## config.mk

```make
export PLATFORM = sky130hd
export DESIGN_NAME = dmem_access_ctrl
export DESIGN_NICKNAME = d
export VERILOG_FILES = /design/src/rtl/dmem_pkg.sv /design/src/rtl/dmem_load_align.sv /design/src/rtl/dmem_access_ctrl.sv
export SDC_FILE = /design/constraint.sdc
export NUM_CORES = 1
export LEC_CHECK = 0
export ABC_CLOCK_PERIOD_IN_PS = 4200
export BUFFER_PORTS_ARGS = -buffer_cell sky130_fd_sc_hd__buf_2
export CAP_MARGIN = 10
export CORE_UTILIZATION = 40
export CTS_BUF_LIST = sky130_fd_sc_hd__clkbuf_8
export DETAILED_ROUTE_END_ITERATION = 10
export PLACE_DENSITY = 0.8
export SLEW_MARGIN = 0
export SYNTH_ARGS = -nofsm -noshare
export SYNTH_HDL_FRONTEND = slang
export SYNTH_SLANG_ARGS = --single-unit
```

## constraint.sdc

```tcl
create_clock -name CLK -period 4.2 [get_ports CLK]
set_clock_uncertainty 0.05 [all_clocks]
set_input_delay 0.63 -clock CLK [delete_from_list [all_inputs] [get_ports CLK]]
set_output_delay 0.63 -clock CLK [all_outputs]
set_load 0.03 [all_outputs]
```

## src/rtl/dmem_pkg.sv

```systemverilog
// Shared types and helpers for the MEM-stage data-memory access controller.
package dmem_pkg;

    typedef enum logic [1:0] {
        ST_IDLE = 2'd0,
        ST_REQ  = 2'd1,
        ST_DONE = 2'd2
    } state_t;

    localparam logic SIZE_WORD = 1'b0;
    localparam logic SIZE_BYTE = 1'b1;

    // Byte-lane enables for an access of the given size at byte offset off.
    function automatic logic [3:0] lane_be(input logic size, input logic [1:0] off);
        if (size == SIZE_BYTE)
            return 4'b0001 << off;
        return 4'hF;
    endfunction

endpackage

```

## src/rtl/dmem_load_align.sv

```systemverilog
// Extracts the load result from a 32-bit memory word: whole word, or one zero-extended byte lane.
module dmem_load_align
    import dmem_pkg::*;
(
    input  logic        size_i,
    input  logic [1:0]  off_i,
    input  logic [31:0] rdata_i,
    output logic [31:0] data_o
);

    always_comb begin
        // NOTE: default assignment first so every path drives data_o and no latch is inferred.
        data_o = rdata_i;
        if (size_i == SIZE_BYTE)
            data_o = {24'b0, rdata_i[{off_i, 3'b000} +: 8]};
    end

endmodule

```

## src/rtl/dmem_access_ctrl.sv

```systemverilog
// MEM-stage data-memory sequencer: runs one req/ack transaction per access and stalls
// the upstream pipeline until it completes or times out.
module dmem_access_ctrl
    import dmem_pkg::*;
#(
    parameter int ADDR_W  = 32,
    parameter int TIMEOUT = 15
) (
    input  logic              CLK,
    input  logic              CLR_N,
    input  logic              enable_i,
    input  logic              rw_i,
    input  logic              size_i,
    input  logic              flush_i,
    input  logic [ADDR_W-1:0] addr_i,
    input  logic [31:0]       wdata_i,
    output logic              mem_req_o,
    output logic              mem_we_o,
    output logic [3:0]        mem_be_o,
    output logic [ADDR_W-1:0] mem_addr_o,
    output logic [31:0]       mem_wdata_o,
    input  logic              mem_ack_i,
    input  logic [31:0]       mem_rdata_i,
    output logic              stall_o,
    output logic [31:0]       rdata_o,
    output logic              done_o,
    output logic              err_o
);

    localparam int CNT_W = (TIMEOUT > 1) ? $clog2(TIMEOUT) : 1;
    localparam logic [CNT_W-1:0] CNT_LAST = CNT_W'(TIMEOUT - 1);

    state_t            r_state;
    logic [CNT_W-1:0]  r_cnt;
    logic              r_err;
    logic              r_we;
    logic              r_size;
    logic [3:0]        r_be;
    logic [ADDR_W-1:0] r_addr;
    logic [31:0]       r_wdata;
    logic [31:0]       r_rdata;
    logic [31:0]       w_load_data;
    logic              w_start;

    // Gated by CLR_N so stall_o is also low while reset is held.
    assign w_start = enable_i & ~flush_i & CLR_N;

    dmem_load_align u_load_align (
        .size_i  (r_size),
        .off_i   (r_addr[1:0]),
        .rdata_i (mem_rdata_i),
        .data_o  (w_load_data)
    );

    always_ff @(posedge CLK or negedge CLR_N) begin
        // NOTE: sequential state uses non-blocking assignments so all registers update together.
        if (!CLR_N) begin
            r_state <= ST_IDLE;
            r_cnt   <= '0;
            r_err   <= 1'b0;
            r_we    <= 1'b0;
            r_size  <= SIZE_WORD;
            r_be    <= 4'h0;
            r_addr  <= '0;
            r_wdata <= '0;
            r_rdata <= '0;
        end else begin
            case (r_state)
                ST_IDLE: begin
                    if (w_start) begin
                        r_addr  <= addr_i;
                        r_we    <= rw_i;
                        r_size  <= size_i;
                        r_be    <= lane_be(size_i, addr_i[1:0]);
                        r_wdata <= (size_i == SIZE_BYTE) ? {4{wdata_i[7:0]}} : wdata_i;
                        r_cnt   <= '0;
                        r_err   <= 1'b0;
                        r_state <= ST_REQ;
                    end
                end
                ST_REQ: begin
                    // Ack takes priority over a timeout landing in the same cycle.
                    if (mem_ack_i) begin
                        if (!r_we)
                            r_rdata <= w_load_data;
                        r_err   <= 1'b0;
                        r_state <= ST_DONE;
                    end else if (r_cnt == CNT_LAST) begin
                        r_err   <= 1'b1;
                        r_state <= ST_DONE;
                    end else begin
                        r_cnt <= r_cnt + 1'b1;
                    end
                end
                ST_DONE: r_state <= ST_IDLE;
                default: r_state <= ST_IDLE;
            endcase
        end
    end

    assign mem_req_o   = (r_state == ST_REQ);
    assign mem_we_o    = mem_req_o & r_we;
    assign mem_be_o    = mem_req_o ? r_be : 4'h0;
    assign mem_addr_o  = {r_addr[ADDR_W-1:2], 2'b00};
    assign mem_wdata_o = r_wdata;
    assign stall_o     = ((r_state == ST_IDLE) & w_start) | mem_req_o;
    assign rdata_o     = r_rdata;
    assign done_o      = (r_state == ST_DONE);
    assign err_o       = done_o & r_err;

endmodule

```

## Word-level counts from Yosys, hierarchy flattened

Index checks and enable logic that the tools add are counted.

| word-level totals | value |
|---|---|
| flip-flop bits (word level) | 109 |
| input port bits | 103 |
| output and inout bits | 105 |
| logic and storage cells | 54 |

| operators by class | value |
|---|---|
| $add $sub $neg | 1 |
| equal/unequal tests | 7 |
| shifts and indexed selects | 2 |
| mux-type cells | 20 |
| bitwise operators | 8 |
| reductions and logical operators | 7 |

Operators with widths:

| cell | number |
|---|---|
| $mux W32 | 2 |
| $shiftx A32 B6 Y8 | 1 |
| $mux W4 | 6 |
| $pmux W4 S2 | 1 |
| $mux W1 | 6 |
| $mux W2 | 3 |
| $ne A2 B2 Y1 const B | 3 |
| $reduce_and A3 Y1 | 2 |
| $and A1 B1 Y1 | 5 |
| $add A4 B1 Y4 const B | 1 |
| $eq A4 B4 Y1 const B | 1 |
| $pmux W2 S2 | 1 |
| $reduce_and A2 Y1 | 2 |
| $reduce_and A4 Y1 | 1 |
| $shl A1 B2 Y4 const A | 1 |
| $ne A3 B1 Y1 const B | 1 |
| $eq A2 B1 Y1 const B | 1 |
| $eq A2 B2 Y1 const B | 1 |
| $logic_not A2 Y1 | 1 |
| $not A1 Y1 | 2 |
| $pmux W1 S2 | 1 |
| $reduce_bool A2 Y1 | 1 |
| $or A1 B1 Y1 | 1 |

## Longest topological paths before layout

Gate-level depths: netlist of the first run.

| depth | value |
|---|---|
| depth in word-level cells | 6 |
| mapped depth | 6 |
| gate-level depth less buffers | 6 |

## Hierarchy

From an unflattened synthesis of the first run, not the netlist that was laid out.

| second synthesis, totals | value |
|---|---|
| cells, all modules | 430 |
| area, all modules | 5,457.7 µm² |

By module, submodules not included:

| module | instances | cells each | area each (µm²) | sequential area each (µm²) |
|---|---|---|---|---|
| dmem_access_ctrl | 1 | 365 | 4,946.0 | 2,727.6 |
| dmem_load_align | 1 | 65 | 511.7 | 0.0 |

## Worst setup path before layout of the first run

OpenSTA, ideal clock, no wires.

| timing path | value |
|---|---|
| path kind | input-to-output |
| start | in flush_i |
| end | out stall_o |
| arrival | 1,404 ps |
| required time | 3,520 ps |
| setup slack | 2,116 ps |
| cell stages on the path | 2 |
| buffers on the path | 0 |
| cell sequence | nand3b_1 -> a21oi_1 |

| between the ends | value |
|---|---|
| word-level cells in the longest chain between the ends | 5 |

RTL lines:

| item | RTL line | text |
|---|---|---|
| start: declaration | dmem_access_ctrl.sv:14 | `input logic flush_i,` |
| $not A1 Y1 | dmem_access_ctrl.sv:46 | `assign w_start = enable_i & ~flush_i & CLR_N;` |
| $and A1 B1 Y1 (2 in series) | dmem_access_ctrl.sv:46 |  |
| $and A1 B1 Y1 | dmem_access_ctrl.sv:106 | `assign stall_o = ((r_state == ST_IDLE) & w_start) \| mem_req_o;` |
| $or A1 B1 Y1 | dmem_access_ctrl.sv:106 |  |
| end: declaration | dmem_access_ctrl.sv:24 | `output logic stall_o,` |

Every way passes these cells.

## Final worst setup path of the first run

| timing path | value |
|---|---|
| start | reg r_state[1] |
| end | out mem_be_o[3] |

| between the ends | value |
|---|---|
| word-level cells in the longest chain between the ends | 2 |

RTL lines:

| item | RTL line | text |
|---|---|---|
| start: declaration | dmem_access_ctrl.sv:33 | `state_t r_state;` |
| start signal: assignment | dmem_access_ctrl.sv:58 | `r_state <= ST_IDLE;` |
| start signal: assignment | dmem_access_ctrl.sv:78 | `r_state <= ST_REQ;` |
| start signal: assignment | dmem_access_ctrl.sv:87 | `r_state <= ST_DONE;` |
| $eq A2 B1 Y1 | dmem_access_ctrl.sv:101 | `assign mem_req_o = (r_state == ST_REQ);` |
| $mux W4 | dmem_access_ctrl.sv:103 | `assign mem_be_o = mem_req_o ? r_be : 4'h0;` |
| end: declaration | dmem_access_ctrl.sv:19 | `output logic [3:0] mem_be_o,` |

Every way passes these cells.

==> metrics.md, run 1 <==
| Metric | Value |
|---|---|
| Status | `finished clean` |
| Synthesized instance count | `538` |
| Num CTS Buffers | `9` |
| Startpoint class of the critical path | `flop` |
| Antenna violations before repair | `0` |
| Cts hold-fix bufs | `0` |
| Share of cells above drive strength 1 | `32.7%` |
| Synth top cells by count | `nand2_1 (196), dfrtp_1 (109), o21ai_0 (35)` |
| Post-synth top area share | `55.0%` |
| Post-synthesis simple-gate area fraction | `18.4%` |
| Worst vdd ir | `0.240 mV` |
| CP Class | `reg -> out` |
| Maximum number of pins on one net before global-route repair | `65` |
| Hold WS | `0.362 ns` |
| Vias in the first global route | `3889` |
| Post-synthesis adder-cell area fraction | `0.505%` |
| Dominant cells by area after synthesis | `dfrtp_1 (55%), nand2_1 (15%), mux2i_1 (5.2%)` |
| Slew HR | `30.7%` |
| Max-Cap Viols | `0` |
| Complex-gate fraction of the synthesized area | `11.2%` |
| DR WL met2 | `5670 um` |
| Hold Crit Class | `in -> async` |
| DR vias/cell | `4.64` |
| Main synth FF type | `dfrtp_1` |
| Clock slew at reported path FFs | `0.10 ns` |
| Root Driver | `clkbuf_8` |
| Flops & latches, synth | `109` |
| Layout area overhead | `22.4%` |
| HPWL after DPL | `8850 um` |
| Worst Setup SP | `r_state[1]` |
| Initial Util | `41.1%` |
| DRT met1 WL | `5380 um` |
| Die Span X | `113 um` |
| Yosys Warn Count | `0` |
| First-pass GRT wire length | `19200 um` |
| Number of DRC markers in iteration 0 | `316` |
| Top delay family on crit path | `flip-flops` |
| Clk pwr share | `20.1%` |
| Internal power | `2080 uW` |
| Fin nets | `801` |
| Routed Wire Length | `12100 um` |
| Die area | `12800 um2` |
| Post-synth cell types | `31` |
| Antenna cells | `0` |
| Final Util | `50.3%` |
| Pins over their slew limit | `0` |
| Part of the power in registers | `43.0%` |
| Critical Path AT | `1.65 ns` |
| CTS Sinks | `109` |
| Port buffer count | `205` |
| Worst path slowest cell | `dfrtp_1` |
| Setup violators final | `0` |
| Sequential area share after synthesis | `55.0%` |
| Core Footprint | `12100 um2` |
| Area leader, netlist | `dfrtp_1` |
| Worst setup EP type | `output port` |
| Post-synthesis xor/xnor area fraction | `0%` |
| Leak pwr | `0.00338 uW` |
| CP max FO | `8` |
| GPL Wtd Cong | `0.788` |
| Count leader, synth | `nand2_1` |
| Cells along the critical path | `nand2b_1 -> inv_1 -> and2_1 -> buf_2` |
| Setup Buffers After CTS | `0` |
| Mux cell area share after synthesis | `5.25%` |
| Post-cts resize count | `0` |
| Die height | `113 um` |
| Worst R2R Start | `r_state[0]` |
| Worst EP required | `3.52 ns` |
| Layout Cells excl Fill | `869` |
| Clock Tree Buf Depth | `2` |
| Latest clock arrival within the worst-skew pair | `0.36 ns` |
| Syn avg cell area | `9.22 um2` |
| CP bufs+invs | `2` |
| DR vias | `4035` |
| EDFF count, synth | `0` |
| TritonCTS clock tree | `built` |
| Final Hold Fails | `0` |
| H-tree level count | `3` |
| Comb power frac | `36.9%` |
| Wire per inst | `13.9 um` |
| Largest stage delay, worst path | `0.47 ns` |
| Unrepaired setup endpoints after global routing | `no` |
| Setup TNS | `0 ns` |
| IO Pins | `208` |
| PwrDens | `579 nW/um2` |
| Residual DRC | `0` |
| Fraction of registers with async set or reset after synthesis | `100%` |
| GRT overflow | `0` |
| P_sw | `1440 uW` |
| Minimum clock period | `2.33 ns` |
| Uppermost layer routed | `met4` |
| Mapped cell area | `4960 um2` |
| Fmax | `430 MHz` |
| Gr usage total | `19.4%` |
| FP Rows | `40` |
| # placed instances | `853` |
| Net Sw Frac | `40.9%` |
| Worst-Margin Slew | `1.04 ns` |
| DR pass1 iterations | `4` |
| Largest family of logic cells by synthesized area | `simple AND/OR/NAND/NOR gates` |
| Final antenna-violating net count | `0` |
| Tcrit/Tclk final | `55.4%` |
| Metal3 WL | `839 um` |
-- flip-flops by register name (all words and copies together), names as in the netlist --
signal       flops
mem_wdata_o     32
r_addr          32
r_we             1
r_err            1
r_cnt            4
r_be             4
r_state          2
rdata_o         32
r_size           1
-- worst register-to-register path, cell delays in order, from the launching register on --
cell and delay (ns):
dfrtp_1 0.47, or3_2 0.87, buf_4 0.42, nand2_1 0.13, o21ai_0 0.08
-- logic make-up (layout without fill, tap and decap cells) --
kind of cell / after synthesis / in the layout
compound gates: 88 / 88
mux: 26 / 26
fa+ha+maj: 2 / 2
simple gates: 229 / 229
buf+inv: 83 / 245
flops: 109 / 109
other cells: 1 / 2
-- metal layers --
| metal | GRT usage (%) | vias up |
|---|---|---|
| met5 | 0 | - |
| met4 | 6.67 | 0 |
| met3 | 5.03 | 14 |
| met2 | 31.7 | 161 |
| met1 | 25.0 | 1820 |
| li1 | - | 2040 |
-- path summary, 6_finish.rpt --
check                             endpoint  slack (ns)  cells past startpoint
min in group CLK                 r_addr[2]        0.40                      3
min reg2reg                     rdata_o[2]        0.43                      2
max in group asynchronous      rdata_o[12]        2.51                      3
max                            mem_be_o[3]        1.87                      4
min                              r_addr[3]        0.36                      2
max reg2reg                mem_wdata_o[22]        2.06                      4
-- cells in the final DEF (no fill, tap or decap), types with 2 or more instances in the layout --
master     synthesis  layout
buf_2             15     204
nand2_1          196     196
dfrtp_1          109     109
o21ai_0           35      35
mux2i_1           26      26
inv_1             20      22
o31ai_1           18      18
nor2_1            13      13
clkbuf_8           0      11
o22ai_1            9       9
a311oi_1           7       7
and2_1             6       6
a21oi_1            6       6
buf_4             32       5
o21ai_1            4       4
nand3_1            4       4
nand2b_1           3       3
o31ai_2            3       3
a31oi_1            3       3
or3_2              0       2
nor3b_1            2       2
ha_1               2       2
conb_1             1       2
bufinv_16          0       2
-- area by class of cell --
class,count,area [um2]
Clock inverter,5,75.1
Fill cell,1200,5990
Inverter,20,75.1
Sequential cell,109,2730
Timing Repair Buffer,209,1060
Multi-Input combinational cell,347,1770
Tap cell,168,210
Clock buffer,11,151
-- power groups by stage --
stage                     sequential, uW  clock, uW  combinational, uW
after floorplan                     1880          0                607
after global placement              1520          0               1280
after detailed placement            1530          0               1310
after CTS                           1510        732               1310
after global routing                1550        775               1400
final                               1510        706               1300
-- metrics by stage --
| stage | total power (uW) | setup WS, ns | instance area (um2) |
|---|---|---|---|
| after CTS | 3550 | 1.78 | 6070 |
| after floorplan | 2490 | 2.12 | 4960 |
| after global routing | 3730 | 1.68 | 6070 |
| final | 3510 | 1.87 | 6070 |
| after detailed placement | 2840 | 1.60 | 5840 |
| after global placement | 2810 | 1.63 | 5840 |
Power figures use the tool's default switching activity.
==> inputs of run 2 (changes only) <==
- ABC_CLOCK_PERIOD_IN_PS: 4200 -> 2320
- clock period: 4.2 -> 2.32 ns (I/O delays scaled with it)
==> metrics.md, run 2 (same netlist as run 1, synthesis figures left out) <==
| Metric | Value |
|---|---|
| Setup violators final | `0 (unchanged)` |
| Startpoint class of the critical path | `flop` |
| Fmax | `478 MHz` |
| Critical Path AT | `1.69 ns (+0.04 ns)` |
| Commonest non-fill, non-tap cell in the layout | `buf_2` |
| Status | `finished clean` |
| P_sw | `2630 uW (+83%)` |
| FP Rows | `40 (unchanged)` |
| Leak pwr | `0.00339 uW (+0.34%)` |
| Die area | `12800 um2 (unchanged)` |
| CTS Sinks | `109 (unchanged)` |
| GPL Wtd Cong | `0.794 (+0.79%)` |
| DR pass1 iterations | `5 (+1)` |
| Setup TNS | `0 ns (unchanged)` |
| Cells on worst reg2reg path | `4 (unchanged)` |
| Number of DRC markers in iteration 0 | `372 (+18%)` |
| Layout Cells excl Fill | `875 (+0.69%)` |
| Wire per inst | `14.0 um (+0.53%)` |
| Antenna violations before repair | `1 (+1)` |
| Post-cts resize count | `0 (unchanged)` |
| Fin nets | `806 (+0.62%)` |
| Initial Util | `41.1% (unchanged)` |
| Maximum number of pins on one net before global-route repair | `110 (+69%)` |
| DR vias/cell | `4.81 (+3.6%)` |
| Hold Crit Class | `in -> async` |
| Commonest non-fill, non-tap cells in the layout | `buf_2 (204), nand2_1 (196), dfrtp_1 (109), o21ai_0 (35), mux2i_1 (26)` |
| Minimum clock period | `2.09 ns` |
| Setup Buffers After CTS | `0 (unchanged)` |
| Net Sw Frac | `41.8% (+0.85 points)` |
| Final antenna-violating net count | `0 (unchanged)` |
| Final Hold Fails | `0 (unchanged)` |
| DR vias | `4208 (+4.3%)` |
| Vias in the first global route | `3832 (-1.5%)` |
| Core Footprint | `12100 um2 (unchanged)` |
| Unrepaired setup endpoints after global routing | `no` |
| Share of cells above drive strength 1 | `33.4% (+0.76 points)` |
| Root Driver | `clkbuf_8` |
| Internal power | `3670 uW (+77%)` |
| Num CTS Buffers | `9 (unchanged)` |
| IO Pins | `208 (unchanged)` |
| CP max FO | `8 (unchanged)` |
| TritonCTS clock tree | `built` |
| Setup ws final | `0.230 ns (-1.64 ns)` |
| Gr usage total | `19.4% (about the same)` |
| Slew HR | `49.6% (+19 points)` |
| Worst-Margin Slew | `0.757 ns (-0.284 ns)` |
| Clk pwr share | `19.0% (-1.1 points)` |
| CP Class | `reg -> out` |
| Cts hold-fix bufs | `0 (unchanged)` |
| Die height | `113 um (unchanged)` |
| Port buffer count | `205 (unchanged)` |
| First-pass GRT wire length | `19400 um (+1.2%)` |
| Pins over their slew limit | `0 (unchanged)` |
| Residual DRC | `0 (unchanged)` |
| Design area | `6100 um2 (+0.60%)` |
| Comb power frac | `37.4% (+0.5 points)` |
| Layout area overhead | `23.1%` |
| Clock Tree Buf Depth | `2 (unchanged)` |
| H-tree level count | `3 (unchanged)` |
| PwrDens | `1030 nW/um2 (+78%)` |
| Worst vdd ir | `0.363 mV (+51%)` |
| Area post-placement | `5890 um2 (+0.86%)` |
| Worst EP required | `1.92 ns (-1.60 ns)` |
| Die Span X | `113 um (unchanged)` |
| # placed instances | `858 (+0.59%)` |
| Tcrit/Tclk final | `90.1%` |
| Latest clock arrival within the worst-skew pair | `0.36 ns (about the same)` |
| GRT overflow | `0 (unchanged)` |
| Place WS | `0.422 ns (-1.18 ns)` |
| Worst setup EP type | `output port` |
| HPWL after DPL | `8910 um (+0.75%)` |
| Routed Wire Length | `12200 um (+1.2%)` |
| Max-Cap Viols | `0 (unchanged)` |
| Clock slew at reported path FFs | `0.10 ns (about the same)` |
| Part of the power in registers | `43.5% (+0.5 points)` |
run 2: cell types whose count changed in the layout (fill, tap and decap cells not counted):
cell	previous run	this run
inv_1	22	20
buf_12	0	1
diode_2	0	1
clkinvlp_4	1	2
bufinv_16	2	1
clkinv_2	0	1
clkinv_4	0	1
buf_4	5	9
run 2: power by group through the flow:
stage	sequential [uW]	combinational, uW	clock [uW]
finish	2740	2360	1200
global route	2810	2550	1340
CTS	2750	2380	1250
detailed placement	2780	2380	0
global placement	2770	2340	0
floorplan	3410	1100	0
run 2: through the flow:
step / total power, uW / utilization (%) / hold slack (ns)
floorplan: 4500 / - / 0.00241
global placement: 5100 / 48.8 / 0.403
detailed placement: 5160 / 48.8 / 0.408
CTS: 6370 / 50.6 / 0.0727
global route: 6700 / 50.6 / 0.0861
finish: 6310 / 50.6 / 0.0546
run 2: final cells by class:
class,count,area (um2)
Antenna cell,1,2.50
Clock buffer,11,151
Clock inverter,5,58.8
Fill cell,1166,5960
Inverter,20,75.1
Multi-Input combinational cell,347,1770
Sequential cell,109,2730
Tap cell,168,210
Timing Repair Buffer,214,1110
run 2: critical path, cell delays in order, from the launching register on:
cell and delay (ns):
dfrtp_1 0.46, nand2b_1 0.22, inv_1 0.24, and2_1 0.21, buf_2 0.21
run 2: path summary, 6_finish.rpt:
kind | slack (ns) | start | end
max in group asynchronous | 1.74 | CLR_N | r_addr[22]
min in group CLK | 0.13 | addr_i[8] | r_addr[8]
worst max-delay path | 0.23 | r_state[1] | mem_be_o[2]
worst min register to register | 0.43 | r_addr[3] | r_addr[3]
worst max register to register | 0.42 | r_state[1] | rdata_o[8]
worst min-delay path | 0.05 | CLR_N | rdata_o[16]
run 2: layer usage:
layer  track usage [%]  vias to the layer above  wire length [um]
li1                  -                     2045                 -
met1              25.2                     1971              5420
met2              31.7                      179              5740
met3              4.77                       13               876
met4              6.58                        0               201
met5                 0                        -                 0
